--- config.mk ---
export PLATFORM = sky130hd
export DESIGN_NAME = spram_fifo_ctrl_flat
export DESIGN_NICKNAME = d
export VERILOG_FILES = /design/src/rtl/spram_fifo_ctrl_pkg.sv /design/src/rtl/spram_fifo_ctrl_if.sv /design/src/rtl/spram_fifo_obuf.sv /design/src/rtl/spram_fifo_ctrl.sv /design/src/flat_wrapper.sv
export SDC_FILE = /design/constraint.sdc
export NUM_CORES = 1
export LEC_CHECK = 0
export BUFFER_PORTS_ARGS = -buffer_cell sky130_fd_sc_hd__buf_2
export CAP_MARGIN = 0
export CELL_PAD_IN_SITES_DETAIL_PLACEMENT = 1
export CELL_PAD_IN_SITES_GLOBAL_PLACEMENT = 2
export CORE_ASPECT_RATIO = 1.5
export CORE_UTILIZATION = 23
export DETAILED_ROUTE_END_ITERATION = 8
export PLACE_DENSITY_LB_ADDON = 0.05
export RECOVER_POWER = 50
export SYNTH_ARGS = -nofsm -noshare
export SYNTH_HDL_FRONTEND = slang
export SYNTH_SLANG_ARGS = --single-unit
--- constraint.sdc ---
create_clock -name clk -period 2.25 [get_ports clk]
set_input_delay 0.1125 -clock clk [delete_from_list [all_inputs] [get_ports clk]]
set_output_delay 0.1125 -clock clk [all_outputs]
set_load 0.02 [all_outputs]
--- src/rtl/spram_fifo_ctrl_pkg.sv ---
// Shared constants and RAM operation encoding for the single-port-RAM FIFO controller.
package spram_fifo_ctrl_pkg;

    localparam int DATA_W_DEF = 32;
    localparam int ADDR_W_DEF = 2;
    localparam int LVL_W_DEF  = 3;

    typedef enum logic [1:0] {
        OP_IDLE = 2'd0,
        OP_WR   = 2'd1,
        OP_RD   = 2'd2
    } ram_op_e;

endpackage

--- src/rtl/spram_fifo_ctrl_if.sv ---
// Push/pop valid-ready stream bundle between the pipeline and the FIFO controller.
interface spram_fifo_ctrl_if #(
    parameter int DATA_W = spram_fifo_ctrl_pkg::DATA_W_DEF
);
    logic              in_valid;
    logic              in_ready;
    logic [DATA_W-1:0] in_data;
    logic              out_valid;
    logic              out_ready;
    logic [DATA_W-1:0] out_data;

    modport master (
        output in_valid, in_data, out_ready,
        input  in_ready, out_valid, out_data
    );

    modport slave (
        input  in_valid, in_data, out_ready,
        output in_ready, out_valid, out_data
    );
endinterface

--- src/rtl/spram_fifo_obuf.sv ---
// Two-entry in-order output buffer fed by RAM read captures and drained by the consumer.
module spram_fifo_obuf #(
    parameter int DATA_W = spram_fifo_ctrl_pkg::DATA_W_DEF
) (
    input  logic              clk,
    input  logic              rst_n,
    input  logic              push_i,
    input  logic [DATA_W-1:0] push_data_i,
    input  logic              pop_i,
    output logic              valid_o,
    output logic [DATA_W-1:0] data_o,
    output logic [1:0]        cnt_o
);

    logic [DATA_W-1:0] head_q, head_d;
    logic [DATA_W-1:0] tail_q, tail_d;
    logic [1:0]        cnt_q, cnt_d;
    logic              pop;

    assign pop = pop_i & (cnt_q != 2'd0);

    always_comb begin
        // NOTE: defaults first so every path assigns every output and no latch is inferred.
        head_d = head_q;
        tail_d = tail_q;
        cnt_d  = cnt_q;
        case ({push_i, pop})
            2'b10: begin
                if (cnt_q != 2'd2) begin
                    if (cnt_q == 2'd0) head_d = push_data_i;
                    else               tail_d = push_data_i;
                    cnt_d = cnt_q + 2'd1;
                end
            end
            2'b01: begin
                head_d = tail_q;
                cnt_d  = cnt_q - 2'd1;
            end
            2'b11: begin
                // Simultaneous capture and pop: count holds, order is kept.
                if (cnt_q == 2'd1) begin
                    head_d = push_data_i;
                end else begin
                    head_d = tail_q;
                    tail_d = push_data_i;
                end
            end
            default: ;
        endcase
    end

    always_ff @(posedge clk or negedge rst_n) begin
        // NOTE: non-blocking assignments so all registers update from pre-edge values.
        if (!rst_n) begin
            // NOTE: the two data words are reset too, so out_data reads 0 out of reset.
            head_q <= '0;
            tail_q <= '0;
            cnt_q  <= 2'd0;
        end else begin
            head_q <= head_d;
            tail_q <= tail_d;
            cnt_q  <= cnt_d;
        end
    end

    assign valid_o = (cnt_q != 2'd0);
    assign data_o  = head_q;
    assign cnt_o   = cnt_q;

endmodule

--- src/rtl/spram_fifo_ctrl.sv ---
// FIFO built on one single-port RAM: arbitrates push writes against pop-prefetch reads, one op per cycle.
module spram_fifo_ctrl
    import spram_fifo_ctrl_pkg::*;
#(
    parameter int DATA_W = DATA_W_DEF,
    parameter int ADDR_W = ADDR_W_DEF,
    parameter int DEPTH  = 2 ** ADDR_W,
    parameter int LVL_W  = LVL_W_DEF
) (
    input  logic              clk,
    input  logic              rst_n,
    spram_fifo_ctrl_if.slave  s_if,
    output logic              ram_ena,
    output logic              ram_wea,
    output logic [ADDR_W-1:0] ram_addr,
    output logic [DATA_W-1:0] ram_din,
    input  logic [DATA_W-1:0] ram_dout,
    input  logic              ram_read_valid,
    output logic [LVL_W-1:0]  level,
    output logic              full,
    output logic              empty
);

    localparam int            CW      = ADDR_W + 1;
    localparam logic [CW-1:0] CNT_MAX = CW'(DEPTH);

    logic [ADDR_W-1:0] wr_ptr_q, wr_ptr_d;
    logic [ADDR_W-1:0] rd_ptr_q, rd_ptr_d;
    logic [CW-1:0]     ram_cnt_q, ram_cnt_d;
    logic              rd_inflight_q, rd_inflight_d;
    logic              prio_q, prio_d;

    logic [1:0]        ob_cnt;
    logic              ob_valid;
    logic [DATA_W-1:0] ob_data;

    logic    pop_now, capture, space;
    logic    wr_want, rd_want, wr_grant, rd_grant;
    ram_op_e op;

    assign pop_now = ob_valid & s_if.out_ready;
    assign capture = rd_inflight_q & ram_read_valid;
    // rst_n gates space so nothing is accepted or written while reset is held.
    assign space   = rst_n & (ram_cnt_q < CNT_MAX);
    assign wr_want = s_if.in_valid & space;
    assign rd_want = (ram_cnt_q != '0) &&
                     (({1'b0, ob_cnt} + {2'b00, rd_inflight_q}) < (3'd2 + {2'b00, pop_now}));

    // in_ready is built only from state and rd_want, never from in_valid.
    assign s_if.in_ready = space & ~(rd_want & prio_q);
    assign wr_grant      = wr_want & ~(rd_want & prio_q);
    assign rd_grant      = rd_want & ~(wr_want & ~prio_q);

    always_comb begin
        op = OP_IDLE;
        if (wr_grant)      op = OP_WR;
        else if (rd_grant) op = OP_RD;
    end

    always_comb begin
        ram_ena  = 1'b0;
        ram_wea  = 1'b0;
        ram_addr = '0;
        case (op)
            OP_WR: begin
                ram_ena  = 1'b1;
                ram_wea  = 1'b1;
                ram_addr = wr_ptr_q;
            end
            OP_RD: begin
                ram_ena  = 1'b1;
                ram_addr = rd_ptr_q;
            end
            default: ;
        endcase
    end

    assign ram_din = s_if.in_data;

    always_comb begin
        wr_ptr_d      = wr_ptr_q;
        rd_ptr_d      = rd_ptr_q;
        ram_cnt_d     = ram_cnt_q;
        rd_inflight_d = rd_inflight_q;
        prio_d        = prio_q;
        if (op == OP_WR) begin
            wr_ptr_d  = wr_ptr_q + ADDR_W'(1);
            ram_cnt_d = ram_cnt_q + CW'(1);
        end
        if (op == OP_RD) begin
            rd_ptr_d      = rd_ptr_q + ADDR_W'(1);
            ram_cnt_d     = ram_cnt_q - CW'(1);
            rd_inflight_d = 1'b1;
        end else if (capture) begin
            rd_inflight_d = 1'b0;
        end
        // A conflict hands priority to the loser, so contention strictly alternates.
        if (wr_want && rd_want) prio_d = ~prio_q;
    end

    always_ff @(posedge clk or negedge rst_n) begin
        if (!rst_n) begin
            wr_ptr_q      <= '0;
            rd_ptr_q      <= '0;
            ram_cnt_q     <= '0;
            rd_inflight_q <= 1'b0;
            prio_q        <= 1'b0;
        end else begin
            wr_ptr_q      <= wr_ptr_d;
            rd_ptr_q      <= rd_ptr_d;
            ram_cnt_q     <= ram_cnt_d;
            rd_inflight_q <= rd_inflight_d;
            prio_q        <= prio_d;
        end
    end

    spram_fifo_obuf #(.DATA_W(DATA_W)) u_obuf (
        .clk         (clk),
        .rst_n       (rst_n),
        .push_i      (capture),
        .push_data_i (ram_dout),
        .pop_i       (s_if.out_ready),
        .valid_o     (ob_valid),
        .data_o      (ob_data),
        .cnt_o       (ob_cnt)
    );

    assign s_if.out_valid = ob_valid;
    assign s_if.out_data  = ob_data;

    assign level = LVL_W'(ram_cnt_q) + LVL_W'(rd_inflight_q) + LVL_W'(ob_cnt);
    assign full  = (ram_cnt_q == CNT_MAX);
    assign empty = (level == '0);

endmodule
--- src/flat_wrapper.sv ---
// flat-port wrapper written by rule: the top's interface ports become plain ports
module spram_fifo_ctrl_flat import spram_fifo_ctrl_pkg::*;
#(
    parameter int DATA_W = DATA_W_DEF,
    parameter int ADDR_W = ADDR_W_DEF,
    parameter int DEPTH  = 2 ** ADDR_W,
    parameter int LVL_W  = LVL_W_DEF
)
  (clk, rst_n, ram_ena, ram_wea, ram_addr, ram_din, ram_dout, ram_read_valid, level, full, empty, s_if_in_valid, s_if_in_data, s_if_out_ready, s_if_in_ready, s_if_out_valid, s_if_out_data);
  spram_fifo_ctrl_if #(.DATA_W(DATA_W)) s_if_i ();
  input  logic clk;
  input  logic rst_n;
  output logic ram_ena;
  output logic ram_wea;
  output logic [ADDR_W-1:0] ram_addr;
  output logic [DATA_W-1:0] ram_din;
  input  logic [DATA_W-1:0] ram_dout;
  input  logic ram_read_valid;
  output logic [LVL_W-1:0] level;
  output logic full;
  output logic empty;
  input wire logic [$bits(s_if_i.in_valid)-1:0] s_if_in_valid;
  input wire logic [$bits(s_if_i.in_data)-1:0] s_if_in_data;
  input wire logic [$bits(s_if_i.out_ready)-1:0] s_if_out_ready;
  output wire logic [$bits(s_if_i.in_ready)-1:0] s_if_in_ready;
  output wire logic [$bits(s_if_i.out_valid)-1:0] s_if_out_valid;
  output wire logic [$bits(s_if_i.out_data)-1:0] s_if_out_data;
  assign s_if_i.in_valid = s_if_in_valid;
  assign s_if_i.in_data = s_if_in_data;
  assign s_if_i.out_ready = s_if_out_ready;
  assign s_if_in_ready = s_if_i.in_ready;
  assign s_if_out_valid = s_if_i.out_valid;
  assign s_if_out_data = s_if_i.out_data;
  spram_fifo_ctrl #(.DATA_W(DATA_W), .ADDR_W(ADDR_W), .DEPTH(DEPTH), .LVL_W(LVL_W)) u_core (.clk(clk), .rst_n(rst_n), .s_if(s_if_i), .ram_ena(ram_ena), .ram_wea(ram_wea), .ram_addr(ram_addr), .ram_din(ram_din), .ram_dout(ram_dout), .ram_read_valid(ram_read_valid), .level(level), .full(full), .empty(empty));
endmodule
== Word level (Yosys, flattened, before mapping) ==
Index checks and enable logic that the tools add are counted.
Operators by class
  add/sub/neg operators: 10
  order comparisons: 2
  equal/unequal tests: 12
  multiplexer cells: 19
  bitwise operators: 12
  reduce and logical (&&, ||, !) cells: 15
Operators with widths (number)
  $mux W32: 6
  $pmux W32 S3: 1
  $pmux W32 S2: 1
  $ne A2 B2 Y1 const B: 5
  $reduce_bool A2 Y1: 5
  $and A1 B1 Y1: 9
  $pmux W2 S2: 2
  $add A2 B1 Y2 const B: 3
  $eq A2 B1 Y1 const B: 3
  $eq A2 B2 Y1 const B: 3
  $mux W2: 3
  $mux W3: 2
  $reduce_bool A3 Y1: 2
  $mux W1: 4
  $reduce_and A4 Y1: 1
  $add A2 B1 Y3: 1
  $add A2 B1 Y3 const A: 1
  $add A3 B1 Y3: 1
  $add A3 B1 Y3 const B: 1
  $add A3 B2 Y3: 1
  $eq A3 B3 Y1 const B: 1
  $logic_not A3 Y1: 1
  $lt A3 B3 Y1: 1
  $lt A3 B3 Y1 const B: 1
  other kinds (8): 11
Storage, ports and cells
  register bits after elaboration: 75
  output and inout bits: 75
  logic and storage cells: 78

== Longest topological paths before layout ==
  word-level depth: 12
  mapped depth: 9
  mapped depth without buffers: 9

== Modules after synthesis ==
From an unflattened synthesis, not the netlist that was laid out.
Unflattened totals
  cells, all modules: 311
  area total of the unflattened synthesis: 3821.2 um^2
By module, submodules not included
  spram_fifo_obuf: instances 1, cells an instance 227, area an instance 2996.6 um^2
  spram_fifo_ctrl: instances 1, cells an instance 84, area an instance 824.5 um^2

== Worst setup path after synthesis ==
No wires, ideal clock.
  path kind: reg-to-reg
  from: register u_core.u_obuf.cnt_q[1] (netlist: u_core.u_obuf.cnt_o[1])
  to: register u_core.ram_cnt_q[1]
  setup time: 0.125 ns
  arrival: 2.333 ns
  data required time: 2.125 ns
  path slack: -0.208 ns
  stages on the path, launching flop included: 8
  buffers on the path: 0
  clock period less this slack: 2.458 ns
  path through: dfrtp_1 inv_1 ha_1 or3b_4 a2111oi_4 xor2_1 ha_1 mux2_2
On the way
  word-level cells in the longest chain between the ends: 11
  elaborated cells on any way between the ends: 16
RTL lines
  start, declared: line spram_fifo_obuf.sv:17  | logic [1:0] cnt_q, cnt_d;
  start signal, assigned: line spram_fifo_obuf.sv:62  | cnt_q <= cnt_d;
  $reduce_bool A2 Y1: line spram_fifo_obuf.sv:66  | assign valid_o = (cnt_q != 2'd0);
  $and A1 B1 Y1: line spram_fifo_ctrl.sv:41  | assign pop_now = ob_valid & s_if.out_ready;
  $add A2 B1 Y3: line spram_fifo_ctrl.sv:47  | (({1'b0, ob_cnt} + {2'b00, rd_inflight_q}) < (3'd2 + {2'b00, pop_now}));
  $lt A3 B3 Y1 *: line spram_fifo_ctrl.sv:47
  $logic_and A1 B1 Y1 *: line spram_fifo_ctrl.sv:46  | assign rd_want = (ram_cnt_q != '0) &&
  $and A1 B1 Y1: line spram_fifo_ctrl.sv:51  | assign wr_grant = wr_want & ~(rd_want & prio_q);
  $not A1 Y1: line spram_fifo_ctrl.sv:51
  $and A1 B1 Y1: line spram_fifo_ctrl.sv:51
  $mux W2 *: line spram_fifo_ctrl.sv:56  | if (wr_grant) op = OP_WR;
  $eq A2 B2 Y1 *: line spram_fifo_ctrl.sv:90  | if (op == OP_RD) begin
  $mux W3 *: line spram_fifo_ctrl.sv:90
  via u_core.ram_cnt_d[1]: line spram_fifo_ctrl.sv:29  | logic [CW-1:0] ram_cnt_q, ram_cnt_d;
  end signal, assigned: line spram_fifo_ctrl.sv:111  | ram_cnt_q <= ram_cnt_d;
  end, declared: line spram_fifo_ctrl.sv:29
Mark *: on every way through the listed nets, which the timed path passes. The rest lies on a longest branch.
A chain may end at the register's enable or synchronous reset.

== Worst setup path after layout ==
  from: register u_core.u_obuf.cnt_q[0] (netlist: u_core.u_obuf.cnt_o[0])
  to: output port ram_addr[1]
On the way
  word-level cells in the longest chain between the ends: 11
  elaborated cells on any way between the ends: 15
RTL lines
  $reduce_bool A2 Y1: line spram_fifo_obuf.sv:66
  $and A1 B1 Y1: line spram_fifo_ctrl.sv:41
  $add A2 B1 Y3: line spram_fifo_ctrl.sv:47
  $lt A3 B3 Y1 *: line spram_fifo_ctrl.sv:47
  $logic_and A1 B1 Y1 *: line spram_fifo_ctrl.sv:46
  $and A1 B1 Y1: line spram_fifo_ctrl.sv:51
  $not A1 Y1: line spram_fifo_ctrl.sv:51
  $and A1 B1 Y1: line spram_fifo_ctrl.sv:51
  $mux W2 *: line spram_fifo_ctrl.sv:56
  $eq A2 B2 Y1 / $eq A2 B1 Y1 (equally long branches): line spram_fifo_ctrl.sv:64  | case (op)
  $pmux W2 S2 *: line spram_fifo_ctrl.sv:64
  end, declared: line flat_wrapper.sv:15  | output logic [ADDR_W-1:0] ram_addr;
Every way passes the cells marked *; elsewhere a longest branch is shown, timed or not.

==> impl_summary.log <==
INFO  metric grtUsageTotal = 11.47%
INFO  metric worstSetupPathType = reg2out
INFO  metric final_period_demand_of_the_worst_path = 2.434 ns
INFO  metric reg2reg_from = u_core.u_obuf.cnt_o[0]
INFO  metric p_sw = 3.003 mW
INFO  metric fin_total_pwr = 8.143 mW
INFO  metric via_count_of_the_first_global_routing_pass = 2646
INFO  metric boundary_pins = 144
INFO  metric hold-path-endpoint = u_core.u_obuf.tail_q[17]
INFO  metric timing.max_cap.violations = 0
INFO  metric synth-seq-cells = 75
INFO  metric worstPathMaxFanout = 3
INFO  metric ff2ff_setup_slack = -0.07 ns
INFO  metric violations_in_the_final_reports = setup timing
INFO  metric power.static_leakage = 2.002 nW
INFO  metric power-per-cell-area = 1731 nW/um2
INFO  metric synth_enable_flop_cells = 0
INFO  metric worst-endpoint-arrival = 2.32 ns
INFO  metric cts_root_buf = clkbuf_16
INFO  metric wirelength = 8899 um
INFO  metric fin_setup_tns = -0.7775 ns
INFO  metric clkPwrFrac = 20.1%
INFO  metric critical_path_buf_inv_count = 1
INFO  metric ant_nets = 0
INFO  metric worst_r2r_path_depth = 8
INFO  metric r2r_end = u_core.ram_cnt_q[2]
INFO  metric final_cell_mix = 95 x mux2_2, 74 x dfrtp_1, 40 x buf_2
INFO  metric ir_drop = 0.6282 mV
INFO  metric start_kind = register
INFO  metric die_height = 158.5 um
INFO  metric fin_nets = 421
INFO  metric hold_class = in2reg
INFO  metric num_antenna_cells = 0
INFO  metric start_util = 23.82%
INFO  metric run_status = finished with violations
INFO  metric synthesis.area_per_instance = 13.75 um2
INFO  metric rows = 56
INFO  metric place.port_buffers = 79
INFO  metric mappedNetlistNets = 350
INFO  metric hold_violations = 0
INFO  metric tritoncts.num_buffers = 9
INFO  metric largest_stage_delay_on_the_critical_path = 0.42 ns
INFO  metric setup_viol = 7
INFO  metric routed-via-count = 2342
INFO  metric wire_length_of_the_first_global_routing_pass = 14320 um
INFO  metric worst-path-stages = 6
INFO  metric place.gp.congestion = 0.7036
INFO  metric die_outline_area = 16850 um2
INFO  metric grt_max_degree = 46
INFO  metric critical-path-top-delay-family = compound AO/OA/AOI/OAI gates
INFO  metric maxSlewViolCount = 0
INFO  metric yosysWarningCount = 0
INFO  metric synth_cell_types = 34
INFO  metric power.sequential.fraction = 30.0%
INFO  metric core_area = 15770 um2
INFO  metric routedWlPerCell = 16.18 um
INFO  metric layout_commonest_cell = mux2_2
INFO  metric period_share = 108.2%
INFO  metric floorplan.die.width = 106.3 um
INFO  metric htree_levels = 3
INFO  metric fillerInstances = 1739
INFO  metric switching_share = 36.88%
INFO  metric synth-async-reset-ratio = 100.0%
INFO  metric clock_sinks = 75
INFO  metric final_critical_path_setup_slack = -0.1841 ns
INFO  metric hold_path_startpoint = ram_dout[17]
INFO  metric area.growth.synth_to_final = 25.29%
INFO  metric slew_headroom = 55.51%
INFO  metric synthesis.area = 3755 um2
INFO  metric pwr-share-comb = 49.8%
INFO  metric drc = 0
INFO  metric grt_remaining_overflow = 0
INFO  metric crit_path_end_kind = output port
INFO  metric timing.critical_path.cells = ha_1 > or3b_4 > a2111o_1 > and2_4 > a22o_1 > buf_6
INFO  metric timing.hold.worst_path_depth = 2
INFO  metric worst_setup_hold_path_clk_slew = 0.06 ns
INFO  metric globalRouteMet1Util = 12.34%
INFO  metric clock_tree_buffer_depth = 2
INFO  metric grt_util_met2 = 20.81%
INFO  metric hold_slack_final = 0.01914 ns
INFO  metric achievable-frequency = 0.4108 GHz
INFO  metric antenna_found_initial = 0
INFO  metric rsz0062_at_grt = true
INFO  metric detailedPlacementHpwl = 6105 um
INFO  metric synthFlopType = dfrtp_1
INFO  metric initialDrtViolationCount = 36
INFO  metric seq_area_frac_synth = 49.98%
INFO  metric worst-endpoint-required = 2.14 ns
INFO  metric skew = 0.01056 ns
INFO  metric synth_cells = 273
INFO  metric worst_skew_pair.late_latency = 0.33 ns
INFO  metric drive_above_1_share = 55.33%
INFO  metric p_int = 5.140 mW
INFO  metric viasPerCell = 4.258
INFO  metric dr.pass1.iters = 4
INFO  metric crit_slowest_cell = or3b_4
INFO  metric groute.layer.met3.usage = 2.824%
INFO  metric tritoncts_clock_tree = built
INFO  metric gr-max-usage-layer = met2
INFO  metric timing_worst_slew_pin_value = 0.6674 ns
## power groups by stage
| stage | Clock, mW | Combinational (mW) | Sequential (mW) |
|---|---|---|---|
| floorplan | 0 | 2.47 | 2.78 |
| global placement | 0 | 3.99 | 2.43 |
| detailed placement | 0 | 4.05 | 2.47 |
| CTS | 1.71 | 4.20 | 2.44 |
| global route | 1.76 | 4.47 | 2.56 |
| finish | 1.64 | 4.06 | 2.44 |
## cells by family (layout without fill, tap and decap cells)
group | Yosys count | count (layout) | synth area share (%)
AO/OA/AOI/OAI | 14 | 14 | 3.966
AND/OR/NAND/NOR | 19 | 19 | 3.132
multiplexers | 97 | 97 | 29.09
buffers and inverters | 50 | 124 | 8.430
adder cells (fa/ha/maj) | 8 | 8 | 3.066
XOR/XNOR | 10 | 10 | 2.332
flip-flops | 75 | 75 | 49.98
## synthesized netlist by cell type, drive strengths merged, types with 2 or more instances
cell type | instances | area [um2]
xor2 | 4 | 35.03
mux2 | 97 | 1092
buf | 41 | 282.8
nor2 | 4 | 15.01
nor3 | 2 | 10.01
xnor2 | 6 | 52.55
a21oi | 2 | 10.01
nand2 | 4 | 15.01
fa | 2 | 40.04
inv | 9 | 33.78
ha | 6 | 75.07
dfrtp | 75 | 1877
and3b | 2 | 20.02
a2111oi | 2 | 55.05
## flip-flops by register name, indices dropped and copies added (netlist names)
name	cells
u_core.u_obuf.data_o	32
u_core.u_obuf.tail_q	32
u_core.ram_cnt_q	3
u_core.rd_ptr_q	2
u_core.u_obuf.cnt_o	2
u_core.wr_ptr_q	2
u_core.prio_q	1
u_core.rd_inflight_q	1
## worst max path at each step
stage | to | start | slack [ns]
after floorplan | u_core.ram_cnt_q[1] | u_core.u_obuf.cnt_o[0] | -0.05
after global placement | u_core.ram_cnt_q[2] | u_core.u_obuf.cnt_o[0] | 0.03
after detailed placement | u_core.ram_cnt_q[2] | u_core.u_obuf.cnt_o[0] | -0.03
after CTS | ram_addr[1] | u_core.u_obuf.cnt_o[0] | -0.21
after global routing | ram_addr[1] | u_core.u_obuf.cnt_o[0] | -0.26
final | ram_addr[1] | u_core.u_obuf.cnt_o[0] | -0.18
## worst reg2reg max path, stage by stage (launching register included)
cell and delay, ns:
dfrtp_1 0.40, ha_1 0.28, or3b_4 0.42, a2111oi_4 0.39, xor2_1 0.19, ha_1 0.19, nor2_1 0.04, a32oi_1 0.18
xnor2_1 0.15
## layout make-up
class | count | area, um2 | area share, %
Sequential cell | 75 | 1878 | 39.92
Multi-Input combinational cell | 148 | 1619 | 34.41
Timing Repair Buffer | 101 | 590.6 | 12.55
Tap cell | 203 | 254.0 | 5.399
Clock buffer | 9 | 225.2 | 4.787
Clock inverter | 5 | 103.9 | 2.207
Inverter | 9 | 33.78 | 0.7181
## stage by stage
stage / instances / cell area (um2) / utilization (%) / setup slack (ns)
floorplan: 273 / 3769 / - / -0.04849
global placement: 531 / 4313 / 27.36 / 0.02898
detailed placement: 531 / 4313 / 27.36 / -0.03415
CTS: 549 / 4713 / 29.90 / -0.2058
global route: 550 / 4705 / 29.84 / -0.2611
finish: 550 / 4705 / 29.84 / -0.1841
## layer usage
layer / share of wire [%] / vias to the layer above
met5: 0 / -
met3: 4.8 / 13
li1: - / 1066
met1: 39 / 1205
met4: 1.7 / 0
met2: 55 / 58
## what timing repair did
item                                   in CTS  in global routing
setup buffers                               2                  1
pin swaps                                   5                  3
hold buffers                                2                  0
setup endpoints to repair                   8                 48
resized for setup                          12                  7
endpoints found under the hold margin      31                  0
Note: power is estimated with default switching activity, not from simulation.
